--- src/rtl/see_merge_pkg.sv ---
// Shared defaults, payload type and round-robin helper for the see_merge concentrator.
package see_merge_package;

    localparam int unsigned NumChDefault = 3;
    localparam int unsigned DataWDefault = 32;
    localparam int unsigned DepthDefault = 4;

    typedef logic [DataWDefault-1:0] see_data_t;

    // First requester strictly after last, ascending with wrap over n channels (n <= 16).
    // Returns last itself when nothing requests; callers gate with |req.
    function automatic logic [3:0] rr_next(input logic [15:0] req, input logic [3:0] last,
                                           input int unsigned n);
        logic [3:0]  res;
        logic        found;
        int unsigned idx;
        res   = last;
        found = 1'b0;
        for (int unsigned k = 1; k <= 16; k++) begin
            idx = 32'(last) + k;
            if (idx >= n) idx = idx - n;
            if (k <= n && !found && req[idx[3:0]]) begin
                found = 1'b1;
                res   = idx[3:0];
            end
        end
        return res;
    endfunction

endpackage

--- src/rtl/see_merge_fifo.sv ---
// Single-channel synchronous FIFO with occupancy count; push is ignored when full.
module see_fifo #(
    parameter int unsigned  DATA_W = 32,
    parameter int unsigned  DEPTH  = 4,
    localparam int unsigned PTR_W  = $clog2(DEPTH),
    localparam int unsigned LVL_W  = $clog2(DEPTH + 1)
) (
    input  logic              clk,
    input  logic              rst,
    input  logic              push_i,
    input  logic              pop_i,
    input  logic [DATA_W-1:0] wdata_i,
    output logic [DATA_W-1:0] head_o,
    output logic              full_o,
    output logic [LVL_W-1:0]  level_o
);

    logic [DATA_W-1:0] mem_q [DEPTH];
    logic [PTR_W-1:0]  wr_q, wr_d, rd_q, rd_d;
    logic [LVL_W-1:0]  level_q, level_d;
    logic              do_push, do_pop;

    assign full_o  = (level_q == LVL_W'(DEPTH));
    assign do_push = push_i & ~full_o;
    assign do_pop  = pop_i & (level_q != '0);
    assign head_o  = mem_q[rd_q];
    assign level_o = level_q;

    always_comb begin
        wr_d    = wr_q;
        rd_d    = rd_q;
        level_d = level_q;
        if (do_push) wr_d = wr_q + PTR_W'(1);
        if (do_pop)  rd_d = rd_q + PTR_W'(1);
        if (do_push && !do_pop) begin
            level_d = level_q + LVL_W'(1);
        end else if (!do_push && do_pop) begin
            level_d = level_q - LVL_W'(1);
        end
    end

    always_ff @(posedge clk) begin
        if (rst) begin
            wr_q    <= '0;
            rd_q    <= '0;
            level_q <= '0;
        end else begin
            wr_q    <= wr_d;
            rd_q    <= rd_d;
            level_q <= level_d;
        end
    end

    // Storage needs no reset: pointers and level define which entries are live.
    always_ff @(posedge clk) begin
        if (do_push && !rst) mem_q[wr_q] <= wdata_i;
    end

endmodule

--- src/rtl/see_merge.sv ---
// N-channel ready/valid concentrator: per-channel FIFOs drained round-robin into one
// registered output tagged with its source channel.
module see_merge
    import see_merge_package::*;
#(
    parameter int unsigned  NUM_CH = NumChDefault,
    parameter int unsigned  DATA_W = DataWDefault,
    parameter int unsigned  DEPTH  = DepthDefault,
    localparam int unsigned CH_W   = $clog2(NUM_CH),
    localparam int unsigned LVL_W  = $clog2(DEPTH + 1)
) (
    input  logic                          clk,
    input  logic                          rst,
    input  logic [NUM_CH-1:0]             ch_en,
    input  logic [NUM_CH-1:0]             see_vld,
    output logic [NUM_CH-1:0]             see_rdy,
    input  logic [NUM_CH-1:0][DATA_W-1:0] see_data,
    output logic                          out_vld,
    input  logic                          out_rdy,
    output logic [DATA_W-1:0]             out_data,
    output logic [CH_W-1:0]               out_ch,
    output logic [NUM_CH-1:0][LVL_W-1:0]  ch_level
);

    logic [NUM_CH-1:0]             full, push, pop, req;
    logic [NUM_CH-1:0][DATA_W-1:0] head;
    logic                          load;
    logic [CH_W-1:0]               grant;
    logic [CH_W-1:0]               last_grant_q, last_grant_d;
    logic                          out_vld_q, out_vld_d;
    logic [DATA_W-1:0]             out_data_q, out_data_d;
    logic [CH_W-1:0]               out_ch_q, out_ch_d;

    for (genvar i = 0; i < NUM_CH; i++) begin : g_ch
        // Ready looks only at the registered level, never at this cycle's pop.
        assign see_rdy[i] = ch_en[i] & ~full[i];
        assign push[i]    = see_vld[i] & see_rdy[i];
        assign req[i]     = ch_en[i] & (ch_level[i] != '0);

        see_fifo #(
            .DATA_W (DATA_W),
            .DEPTH  (DEPTH)
        ) u_fifo (
            .clk     (clk),
            .rst     (rst),
            .push_i  (push[i]),
            .pop_i   (pop[i]),
            .wdata_i (see_data[i]),
            .head_o  (head[i]),
            .full_o  (full[i]),
            .level_o (ch_level[i])
        );
    end

    assign load = ~out_vld_q | out_rdy;

    always_comb begin
        grant        = CH_W'(rr_next(16'(req), 4'(last_grant_q), NUM_CH));
        pop          = '0;
        out_vld_d    = out_vld_q;
        out_data_d   = out_data_q;
        out_ch_d     = out_ch_q;
        last_grant_d = last_grant_q;
        if (load) begin
            if (|req) begin
                pop[grant]   = 1'b1;
                out_vld_d    = 1'b1;
                out_data_d   = head[grant];
                out_ch_d     = grant;
                last_grant_d = grant;
            end else begin
                out_vld_d = 1'b0;
            end
        end
    end

    always_ff @(posedge clk) begin
        if (rst) begin
            out_vld_q    <= 1'b0;
            out_data_q   <= '0;
            out_ch_q     <= '0;
            last_grant_q <= CH_W'(NUM_CH - 1);
        end else begin
            out_vld_q    <= out_vld_d;
            out_data_q   <= out_data_d;
            out_ch_q     <= out_ch_d;
            last_grant_q <= last_grant_d;
        end
    end

    assign out_vld  = out_vld_q;
    assign out_data = out_data_q;
    assign out_ch   = out_ch_q;

endmodule

--- config.mk ---
export PLATFORM = sky130hd
export DESIGN_NAME = see_merge
export DESIGN_NICKNAME = d
export VERILOG_FILES = /design/src/rtl/see_merge_pkg.sv /design/src/rtl/see_merge_fifo.sv /design/src/rtl/see_merge.sv
export SDC_FILE = /design/constraint.sdc
export NUM_CORES = 1
export LEC_CHECK = 0
export CORE_UTILIZATION = 25
export DETAILED_ROUTE_END_ITERATION = 16
export HOLD_SLACK_MARGIN = 0.05
export PLACE_DENSITY = 0.46
export SKIP_CTS_REPAIR_TIMING = 1
export SYNTH_ARGS = -nofsm -noshare
export SYNTH_HDL_FRONTEND = slang
export SYNTH_SLANG_ARGS = --single-unit
--- constraint.sdc ---
create_clock -name clk -period 7.36 [get_ports clk]
set_input_delay 1.472 -clock clk [delete_from_list [all_inputs] [get_ports clk]]
set_output_delay 1.472 -clock clk [all_outputs]
set_load 0.01 [all_outputs]
==> results of run 1 <==
==> layout by cell type, fill, tap and decap left out, drive strengths merged, types with 22 or more instances in the layout <==
| master | instances |
|---|---|
| edfxtp | 384 |
| clkdlybuf4s50 | 151 |
| mux4 | 96 |
| dfxtp | 63 |
| clkbuf | 63 |
| inv | 53 |
| nand2 | 48 |
| mux2i | 36 |
| o221ai | 33 |
| nor2 | 26 |
| buf | 22 |
==> metrics by stage <==
step	area [um2]	cells	hold WS, ps	util (%)
floorplan	17570	904	469.2	-
global placement	20200	1965	447.2	29.25
detailed placement	20200	1965	460.0	29.25
CTS	21710	2053	476.5	31.44
global route	21720	2054	500.9	31.44
finish	21720	2054	472.7	31.44
==> routing by layer <==
| layer | up-vias | track usage, % |
|---|---|---|
| li1 | 3960 | - |
| met1 | 4531 | 14.86 |
| met2 | 199 | 20.13 |
| met3 | 67 | 2.427 |
| met4 | 4 | 3.681 |
| met5 | - | 0 |
==> cells in the mapped netlist (4+ instances only) <==
library cell / n
sky130_fd_sc_hd__o221ai_2: 30
sky130_fd_sc_hd__nand2_1: 47
sky130_fd_sc_hd__edfxtp_1: 384
sky130_fd_sc_hd__mux2_2: 9
sky130_fd_sc_hd__clkbuf_1: 25
sky130_fd_sc_hd__inv_1: 52
sky130_fd_sc_hd__o21ai_0: 5
sky130_fd_sc_hd__a21oi_1: 10
sky130_fd_sc_hd__xor2_1: 6
sky130_fd_sc_hd__ha_1: 21
sky130_fd_sc_hd__buf_1: 4
sky130_fd_sc_hd__buf_6: 6
sky130_fd_sc_hd__dfxtp_1: 63
sky130_fd_sc_hd__and2_1: 13
sky130_fd_sc_hd__mux4_2: 96
sky130_fd_sc_hd__nor2b_1: 7
sky130_fd_sc_hd__or3_1: 7
sky130_fd_sc_hd__nor2_1: 26
sky130_fd_sc_hd__mux2i_1: 36
sky130_fd_sc_hd__nor3_1: 7
sky130_fd_sc_hd__buf_4: 4
==> final timing paths <==
path | cells after the start | slack [ps] | startpoint | end
max | 4 | 2740 | ch_en[2] | see_rdy[2]
min | 2 | 470 | out_data[18]$_SDFFE_PP0P_ | out_data[18]$_SDFFE_PP0P_
max reg2reg | 15 | 3380 | out_ch[0]$_SDFFE_PP0P_ | g_ch[2].u_fifo.level_o[2]$_SDFFE_PP0P_
min reg2reg | 2 | 470 | out_data[18]$_SDFFE_PP0P_ | out_data[18]$_SDFFE_PP0P_
==> worst max-delay path: stages <==
cell	delay (ps)
sky130_fd_sc_hd__clkdlybuf4s50_1	520
sky130_fd_sc_hd__a21boi_0	390
sky130_fd_sc_hd__buf_4	220
sky130_fd_sc_hd__clkdlybuf4s50_1	530
==> logic make-up after synthesis <==
logic type,share of synthesized area [%]
fa+ha+maj,1.837
buf+inv,2.414
xor+xnor,0.4486
compound gates,4.144
simple gates,3.333
mux,15.02
flops,72.80
==> registers in the layout, indices dropped and copies added (netlist names), named ones only <==
register             count
g_ch.u_fifo.wr_q         6
out_vld                  1
g_ch.u_fifo.level_o      9
g_ch.u_fifo.mem_q      384
out_data                32
out_ch                   2
g_ch.u_fifo.rd_q         6
last_grant_q             1
==> power groups by stage <==
stage	clock network, W	logic [W]	registers, W
finish	0.00232	0.00151	0.00300
global route	0.00249	0.00165	0.00302
CTS	0.00240	0.00156	0.00301
detailed placement	0	0.00156	0.00306
global placement	0	0.00154	0.00306
floorplan	0	0.00103	0.00304
==> area by class of cell <==
type	instances	share of cell area, %
timing repair buffer	173	7.720
inverter	52	0.8988
tap	931	5.364
clock inverter	25	0.8412
multi-input combinational	362	20.12
clock buffer	63	6.124
antenna	1	0.01152
sequential	447	58.92
==> run summary, run 1 <==
* **Max Buffers Root-to-Sink** 3
* **final total negative setup slack** 0 ps
* **io pins** 152
* **clock slew seen by the registers of the worst setup and hold paths** 60 ps
* **switching power total** 0.001897 W
* **final hold violation count** 0
* **wl on met1** 17870 um
* **total clock buffers created by CTS** 47
* **Gate power share** 22.1%
* **post-synthesis average cell area** 19.44 um2
* **clock skew after layout** 23.94 ps
* **worst max-slew margin expressed relative to the limit** 19.17%
* **count of different cell masters after synthesis** 52
* **post-DR vias/cell** 4.265
* **area used by multi-input combinational logic** 4369 um2
* **via count of the first global-routing pass** 9407
* **maximum level of the CTS H-tree** 2
* **maximum capacitance violations** 0
* **fraction of the yosys area taken by sequential cells** 72.80%
* **global-route wire length before repair** 61270 um
* **max-slew violation count** 0
* **count of standard-cell rows** 96
* **Std-Cell Core Area** 69070 um2
* **grt total ovfl** 0
* **Internal Pwr Total** 0.004933 W
* **sequential cell fraction of total power** 44.0%
* **worst slew pin tran** 1212 ps
* **number of nets in the finished design** 1212
* **startpoint type of the worst setup path** primary input
* **maximum vdd drop** 0.1971 mV
* **async set-or-reset flop fraction in the synthesized netlist** 0%
* **leakage power figure** 6.888 nW
* **EDFF count, synth** 384
* **final worst-path setup slack** 2744 ps
* **RSZ-0062 raised after global routing** no
* **relative area change from synthesis to final layout** 23.60%
* **Data required, critical path** 5890 ps
* **signal arrival time at the worst endpoint** 3140 ps
* **synthesized netlist net count** 1033
* **top area cells in the synthesized netlist** sky130_fd_sc_hd__edfxtp_1 (66%), sky130_fd_sc_hd__mux4_2 (12%), sky130_fd_sc_hd__dfxtp_1 (7.2%), sky130_fd_sc_hd__o221ai_2 (2.6%), sky130_fd_sc_hd__mux2i_1 (2.1%)
* **Die Area** 71350 um2
* **average wire per standard cell** 20.29 um
* **most area-hungry cell type in the Yosys netlist** sky130_fd_sc_hd__edfxtp_1
* **Global Route Usage Sum** 11.77%
* **total of endpoints with negative setup slack in the final report** 0
* **Iteration-0 DRC Markers** 488
* **Worst Setup End Kind** output port
* **worst setup path class** in -> out
* **total power draw** 0.006830 W
* **clock net sink count** 447
* **cell area after synthesis** 17570 um2
* **top routing layer in use** met5
* **most common flop cell mapped by yosys** sky130_fd_sc_hd__edfxtp_1
* **Yosys warnings** 0
* **overall die width** 267.1 um
* **HP Class** reg -> reg
* **final antenna-violating net count** 0
* **Worst Setup Slack post-DPL** 2649 ps
* **initial core utilization** 25.44%
* **share of post-route cells with drive strength above 1** 21.30%
* **final WL** 41680 um
* **clock latency of the later-clocked register in the worst-skew pair** 580 ps
* **number of buffers inserted by port buffering** 151
* **power density cells** 314.5 nW/um2
* **result of the run** completed
* **CTS Root Buffer Type** sky130_fd_sc_hd__clkbuf_16
* **die height** 267.1 um
* **area occupied by registers** 12800 um2
* **DR pass1 iterations** 4
* **switching share of total power** 27.78%
* **detailed route wirelength on metal3** 1928 um
* **area share of the largest cell type after synthesis** 65.63%
* **HPWL after detailed placement** 27350 um
* **met2 WL post-DR** 20810 um
* **synthesized flop and latch total** 447
* **Post-Synthesis Cells** 904
* **highest clock rate** 216.6 MHz
* **number of antenna violations at the first check in global routing** 3
* **Vias** 8761
* **Clock Power Share** 33.9%
* **pin count of the biggest net entering global routing** 38
* **CTS tree** done
* **minimum clock period** 4616 ps
* **detailed-route DRC error count** 0
* **GP Congestion** 0.7346
* **period utilization** 62.72%
* **maximum fanout count along the critical path** 3
* **Fillers** 6691
No activity file was read; power rests on OpenSTA's default activity.
==> run 2, diff against run 1 <==
Clock period 7.36 ns to 4.5 ns, I/O delays scaled along.
==> run summary, run 2 (synthesis gave the netlist of run 1 again) <==
* **Global Route Usage Sum** 11.86%
* **highest clock rate** 259.8 MHz
* **Max stage delay on crit path** 520 ps
* **io pins** 152
* **largest register by flop count** g_ch.u_fifo.mem_q
* **number of nets in the finished design** 1217
* **startpoint type of the worst setup path** flop
* **Data required, critical path** 4990 ps
* **cell repeated most along the worst path** sky130_fd_sc_hd__inv_1
* **worst setup path class** reg -> reg
* **instance area after placement** 20230 um2
* **post-route cell area** 21900 um2
* **Die Area** 71350 um2
* **Iteration-0 DRC Markers** 452
* **die height** 267.1 um
* **maximum fanout count along the critical path** 8
* **minimum clock period** 3850 ps
* **average wire per standard cell** 20.25 um
* **pin count of the biggest net entering global routing** 34
* **maximum vdd drop** 0.2819 mV
* **max FFs per register** 384
* **CTS Root Buffer Type** sky130_fd_sc_hd__clkbuf_16
* **Placed Cells** 1969
* **launch point of the worst reg-to-reg path** out_ch[0]$_SDFFE_PP0P_
* **Worst Setup End Kind** flop
* **share of post-route cells with drive strength above 1** 22.22%
* **reg-to-reg critical path endpoint** g_ch[2].u_fifo.level_o[2]$_SDFFE_PP0P_
* **maximum capacitance violations** 0
* **depth of the most critical reg-to-reg path** 15
* **DR pass1 iterations** 5
* **Std-Cell Core Area** 69070 um2
* **number of buffers inserted by port buffering** 151
* **overall die width** 267.1 um
* **most used cells in the layout excluding fill and tap cells** sky130_fd_sc_hd__edfxtp_1 (384), sky130_fd_sc_hd__clkdlybuf4s50_1 (151), sky130_fd_sc_hd__mux4_2 (96)
* **total clock buffers created by CTS** 48
* **Hold Crit Depth** 2
* **number of antenna violations at the first check in global routing** 6
* **Max Buffers Root-to-Sink** 3
* **RSZ-0062 raised after global routing** no
* **Hold Path End** out_data[2]$_SDFFE_PP0P_
* **relative area change from synthesis to final layout** 24.62%
* **leakage power figure** 6.970 nW
* **final hold violation count** 0
* **final total negative setup slack** 0 ps
* **final WL** 41650 um
* **power density cells** 524.3 nW/um2
* **initial core utilization** 25.44%
* **detailed-route DRC error count** 0
* **max-slew violation count** 0
* **clock latency of the later-clocked register in the worst-skew pair** 580 ps
* **worst slew pin tran** 1128 ps
* **clock skew after layout** 26.93 ps
* **crit-path cells** inv_1 > ha_1 > inv_1 > mux2_4 > or3_1 > nand4_1 > nand2_2 > nor4b_1 > inv_1 > ha_1 > inv_1 > fa_1 > xor2_1 > or3_1 > a21oi_1
* **cell at the slowest stage of the critical path** sky130_fd_sc_hd__ha_1
* **total power draw** 0.01148 W
* **CTS tree** done
* **grt total ovfl** 0
* **clock slew seen by the registers of the worst setup and hold paths** 60 ps
* **HPWL after detailed placement** 27700 um
* **Vias** 8701
* **post-DR vias/cell** 4.230
* **final core occ** 31.70%
* **most frequent standard cell in the layout excluding fill and tap cells** sky130_fd_sc_hd__edfxtp_1
* **result of the run** completed
* **HP Class** reg -> reg
* **Worst Min Path Start** out_data[2]$_SDFFE_PP0P_
* **period utilization** 85.54%
* **GP Congestion** 0.7299
* **reg2reg setup slack** 650 ps
* **worst max-slew margin expressed relative to the limit** 24.80%
* **via count of the first global-routing pass** 9260
* **clock net sink count** 447
* **filler-free cell count of the finished design** 2057
* **global-route wire length before repair** 61310 um
* **Fillers** 6659
* **maximum level of the CTS H-tree** 2
* **total of endpoints with negative setup slack in the final report** 0
* **signal arrival time at the worst endpoint** 4340 ps
* **final antenna-violating net count** 0
* **count of standard-cell rows** 96
## run 2: changes by cell type in the layout (fill, tap and decap cells not counted)
cell and change:
sky130_fd_sc_hd__buf_4 +4, sky130_fd_sc_hd__bufinv_16 +4, sky130_fd_sc_hd__clkbuf_1 -4, sky130_fd_sc_hd__clkbuf_8 +4, sky130_fd_sc_hd__clkinv_1 -4, sky130_fd_sc_hd__clkinv_2 -4
sky130_fd_sc_hd__clkinv_4 +2, sky130_fd_sc_hd__clkinvlp_4 +2, sky130_fd_sc_hd__inv_6 -1
## run 2: layout make-up
class	count	area, um2	share of cell area, %
multi-input cells	362	4369	19.95
clock buffers	63	1370	6.257
diodes	1	2.502	0.01143
well taps	931	1165	5.320
flip-flops and latches	447	12800	58.44
repair buffers	177	1707	7.794
clock inverters	24	291.5	1.331
inverters	52	195.2	0.8914
## run 2: report_power, final
part	switching [W]	leakage, nW	total [W]	internal, W
Sequential	0.000250	3.98	0.00498	0.00473
Combinational	0.00125	2.18	0.00241	0.00116
Clock	0.00161	0.805	0.00409	0.00248
Total	0.00311	6.97	0.0115	0.00837
## run 2: worst max-delay path by stage
stage	end	slack, ps	cells past startpoint	start
4_1_cts	g_ch[0].u_fifo.level_o[2]$_SDFFE_PP0P_	660	15	out_ch[0]$_SDFFE_PP0P_
3_5_place_dp	g_ch[2].u_fifo.level_o[2]$_SDFFE_PP0P_	500	14	ch_en[0]
6_report	g_ch[2].u_fifo.level_o[2]$_SDFFE_PP0P_	650	15	out_ch[0]$_SDFFE_PP0P_
5_1_grt	g_ch[0].u_fifo.level_o[2]$_SDFFE_PP0P_	350	15	out_ch[0]$_SDFFE_PP0P_
3_3_place_gp	g_ch[2].u_fifo.level_o[2]$_SDFFE_PP0P_	570	14	ch_en[0]
2_1_floorplan	g_ch[2].u_fifo.level_o[2]$_SDFFE_PP0P_	1070	16	out_ch[0]$_SDFFE_PP0P_
## run 2: metrics by stage
step	hold WS [ps]	worst slack, ps
after floorplan	469.2	1072
after global placement	449.6	569.9
after detailed placement	453.2	500.7
after CTS	471.2	657.5
after global routing	487.8	353.0
final	467.4	650.5
## run 2: critical path, delay by kind of cell, from the launching register on
family / cells / cell delay (ps)
flops: 1 / 460
fa+ha+maj: 3 / 1060
compound gates: 1 / 140
xor+xnor: 1 / 180
simple gates: 5 / 1130
buf+inv: 4 / 490
mux: 1 / 320
## run 2: layer usage
| layer | wire length (um) | share of wire (%) | global-route usage (%) | vias to the layer above |
|---|---|---|---|---|
| met3 | 2327 | 5.6 | 3.135 | 75 |
| met5 | 65 | 0.16 | 0 | - |
| met4 | 992 | 2.4 | 3.526 | 10 |
| met2 | 21270 | 51 | 20.54 | 186 |
| met1 | 17000 | 41 | 14.37 | 4447 |
| li1 | - | - | - | 3983 |
==> run 3, diff against run 2 <==
Settings changed: SYNTH_HIERARCHICAL from default to 1.
==> run summary, run 3 <==
* **result of the run** completed
* **worst setup path class** reg -> reg
* **leakage power figure** 6.967 nW
* **via count of the first global-routing pass** 9558
* **clock net sink count** 447
* **top-count cell post-synth** sky130_fd_sc_hd__edfxtp_1
* **top area cells in the synthesized netlist** sky130_fd_sc_hd__edfxtp_1 (65%), sky130_fd_sc_hd__mux4_2 (12%), sky130_fd_sc_hd__dfxtp_1 (7.1%), sky130_fd_sc_hd__ha_1 (1.5%), sky130_fd_sc_hd__mux2i_1 (1.4%)
* **clock latency of the later-clocked register in the worst-skew pair** 590 ps
* **period utilization** 88.52%
* **most used cells in the layout excluding fill and tap cells** sky130_fd_sc_hd__edfxtp_1 (384), sky130_fd_sc_hd__clkdlybuf4s50_1 (150), sky130_fd_sc_hd__mux4_2 (96)
* **pin count of the biggest net entering global routing** 35
* **highest clock rate** 251.0 MHz
* **largest register by flop count** g_ch.u_fifo/mem_q
* **count of different cell masters after synthesis** 52
* **HPWL after detailed placement** 32500 um
* **Die Area** 72130 um2
* **count of standard-cell rows** 97
* **most common flop cell mapped by yosys** sky130_fd_sc_hd__edfxtp_1
* **synthesized flop and latch total** 447
* **minimum clock period** 3983 ps
* **total of endpoints with negative setup slack in the final report** 0
* **number of antenna violations at the first check in global routing** 1
* **worst slew pin tran** 975.9 ps
* **worst max-slew margin expressed relative to the limit** 34.94%
* **CTS tree** done
* **fraction of the yosys area taken by sequential cells** 72.01%
* **area share of the largest cell type after synthesis** 64.91%
* **global-route wire length before repair** 67710 um
* **initial core utilization** 25.32%
* **number of buffers inserted by port buffering** 151
* **final antenna-violating net count** 0
* **clock skew after layout** 23.07 ps
* **EDFF count, synth** 384
* **max-slew violation count** 0
* **clock slew seen by the registers of the worst setup and hold paths** 60 ps
* **Iteration-0 DRC Markers** 647
* **Antenna diodes** 0
* **area occupied by registers** 12800 um2
* **ranking of synthesized cells by instance count** sky130_fd_sc_hd__edfxtp_1 (384), sky130_fd_sc_hd__mux4_2 (96), sky130_fd_sc_hd__dfxtp_1 (63)
* **synthesized netlist net count** 1063
* **post-DR vias/cell** 4.389
* **die height** 268.6 um
* **Data required, critical path** 5020 ps
* **DR pass1 iterations** 4
* **total clock buffers created by CTS** 49
* **Post-Synthesis Cells** 934
* **async set-or-reset flop fraction in the synthesized netlist** 0%
* **final hold violation count** 0
* **startpoint type of the worst setup path** flop
* **maximum level of the CTS H-tree** 2
* **signal arrival time at the worst endpoint** 4500 ps
* **CTS Root Buffer Type** sky130_fd_sc_hd__clkbuf_16
* **detailed-route DRC error count** 0
* **HP Class** reg -> reg
* **max FFs per register** 384
* **post-synthesis average cell area** 19.02 um2
* **final total negative setup slack** 0 ps
* **io pins** 152
* **most frequent standard cell in the layout excluding fill and tap cells** sky130_fd_sc_hd__edfxtp_1
* **area used by multi-input combinational logic** 4633 um2
* **Placed Cells** 2010
* **power density cells** 572.2 nW/um2
* **share of post-route cells with drive strength above 1** 21.17%
* **GP Congestion** 0.7625
* **Std-Cell Core Area** 70150 um2
* **cell area after synthesis** 17760 um2
* **average wire per standard cell** 22.44 um
* **Max Buffers Root-to-Sink** 3
* **final WL** 47180 um
* **grt total ovfl** 0
* **RSZ-0062 raised after global routing** no
* **filler-free cell count of the finished design** 2102
* **Fillers** 6902
* **Worst Setup End Kind** flop
* **relative area change from synthesis to final layout** 24.40%
* **most area-hungry cell type in the Yosys netlist** sky130_fd_sc_hd__edfxtp_1
* **Global Route Usage Sum** 13.18%
* **maximum vdd drop** 0.3209 mV
* **maximum capacitance violations** 0
* **Yosys warnings** 6
* **number of nets in the finished design** 1250
* **Vias** 9225
* **maximum fanout count along the critical path** 17
* **overall die width** 268.6 um
## run 3: logic make-up after synthesis
| family | count (synthesis) | share of synthesized area, % |
|---|---|---|
| adder cells (fa/ha/maj) | 24 | 1.817 |
| AND/OR/NAND/NOR | 141 | 4.564 |
| multiplexers | 120 | 13.52 |
| buffers and inverters | 67 | 2.289 |
| XOR/XNOR | 12 | 0.5916 |
| flip-flops | 447 | 72.01 |
| AO/OA/AOI/OAI | 123 | 5.205 |
## run 3: report_power, final
group	internal [W]	switching [W]
clock network	0.00234	0.00163
logic	0.00158	0.00196
registers	0.00477	0.000365
total	0.00869	0.00396
## run 3: final timing paths
check / startpoint / endpoint / slack, ps / cells past startpoint
worst max-delay path: out_ch[0]$_SDFFE_PP0P_ / g_ch[2].u_fifo/level_o[2]$_SDFFE_PP0P_ / 520 / 16
worst min-delay path: g_ch[0].u_fifo/wr_q[1]$_SDFFE_PP0P_ / g_ch[0].u_fifo/wr_q[1]$_SDFFE_PP0P_ / 520 / 2
worst max register to register: out_ch[0]$_SDFFE_PP0P_ / g_ch[2].u_fifo/level_o[2]$_SDFFE_PP0P_ / 520 / 16
worst min register to register: g_ch[0].u_fifo/wr_q[1]$_SDFFE_PP0P_ / g_ch[0].u_fifo/wr_q[1]$_SDFFE_PP0P_ / 520 / 2
## run 3: final cells by class
class	count	share of cell area, %
multi-input combinational	420	20.97
tap	940	5.322
clock buffer	73	6.505
timing repair buffer	185	8.198
inverter	18	0.3057
sequential	447	57.90
clock inverter	19	0.7983
## run 3: metal layers
layer | global-route usage [%] | wire [um] | up-vias
met1 | 18.53 | 21810 | 4785
met3 | 2.146 | 1920 | 60
met4 | 3.732 | 953 | 0
met2 | 20.95 | 22490 | 211
met5 | 0 | 0 | -
li1 | - | - | 4169
## run 3: critical path: stages, from the launching register on
cell and delay (ps):
sky130_fd_sc_hd__dfxtp_1 530, sky130_fd_sc_hd__inv_1 170, sky130_fd_sc_hd__ha_1 550, sky130_fd_sc_hd__nand2_1 150, sky130_fd_sc_hd__o22ai_1 260, sky130_fd_sc_hd__o22ai_2 170, sky130_fd_sc_hd__a32oi_4 230, sky130_fd_sc_hd__buf_4 250
sky130_fd_sc_hd__nand2_2 70, sky130_fd_sc_hd__nor3_1 340, sky130_fd_sc_hd__o31ai_1 180, sky130_fd_sc_hd__ha_1 240, sky130_fd_sc_hd__inv_1 70, sky130_fd_sc_hd__fa_1 180, sky130_fd_sc_hd__xor2_1 80, sky130_fd_sc_hd__or3_1 300
sky130_fd_sc_hd__a21oi_1 160
## run 3: stage by stage
| stage | power (W) | cell area, um2 | utilization [%] | setup WS [ps] | hold slack (ps) |
|---|---|---|---|---|---|
| floorplan | 0.007545 | 17760 | - | 205.1 | 480.7 |
| global placement | 0.008794 | 20480 | 29.20 | 229.4 | 499.7 |
| detailed placement | 0.008821 | 20480 | 29.20 | 133.7 | 504.8 |
| CTS | 0.01284 | 22100 | 31.50 | 552.3 | 526.3 |
| global route | 0.01327 | 22100 | 31.50 | 198.3 | 547.9 |
| finish | 0.01264 | 22100 | 31.50 | 516.7 | 521.0 |
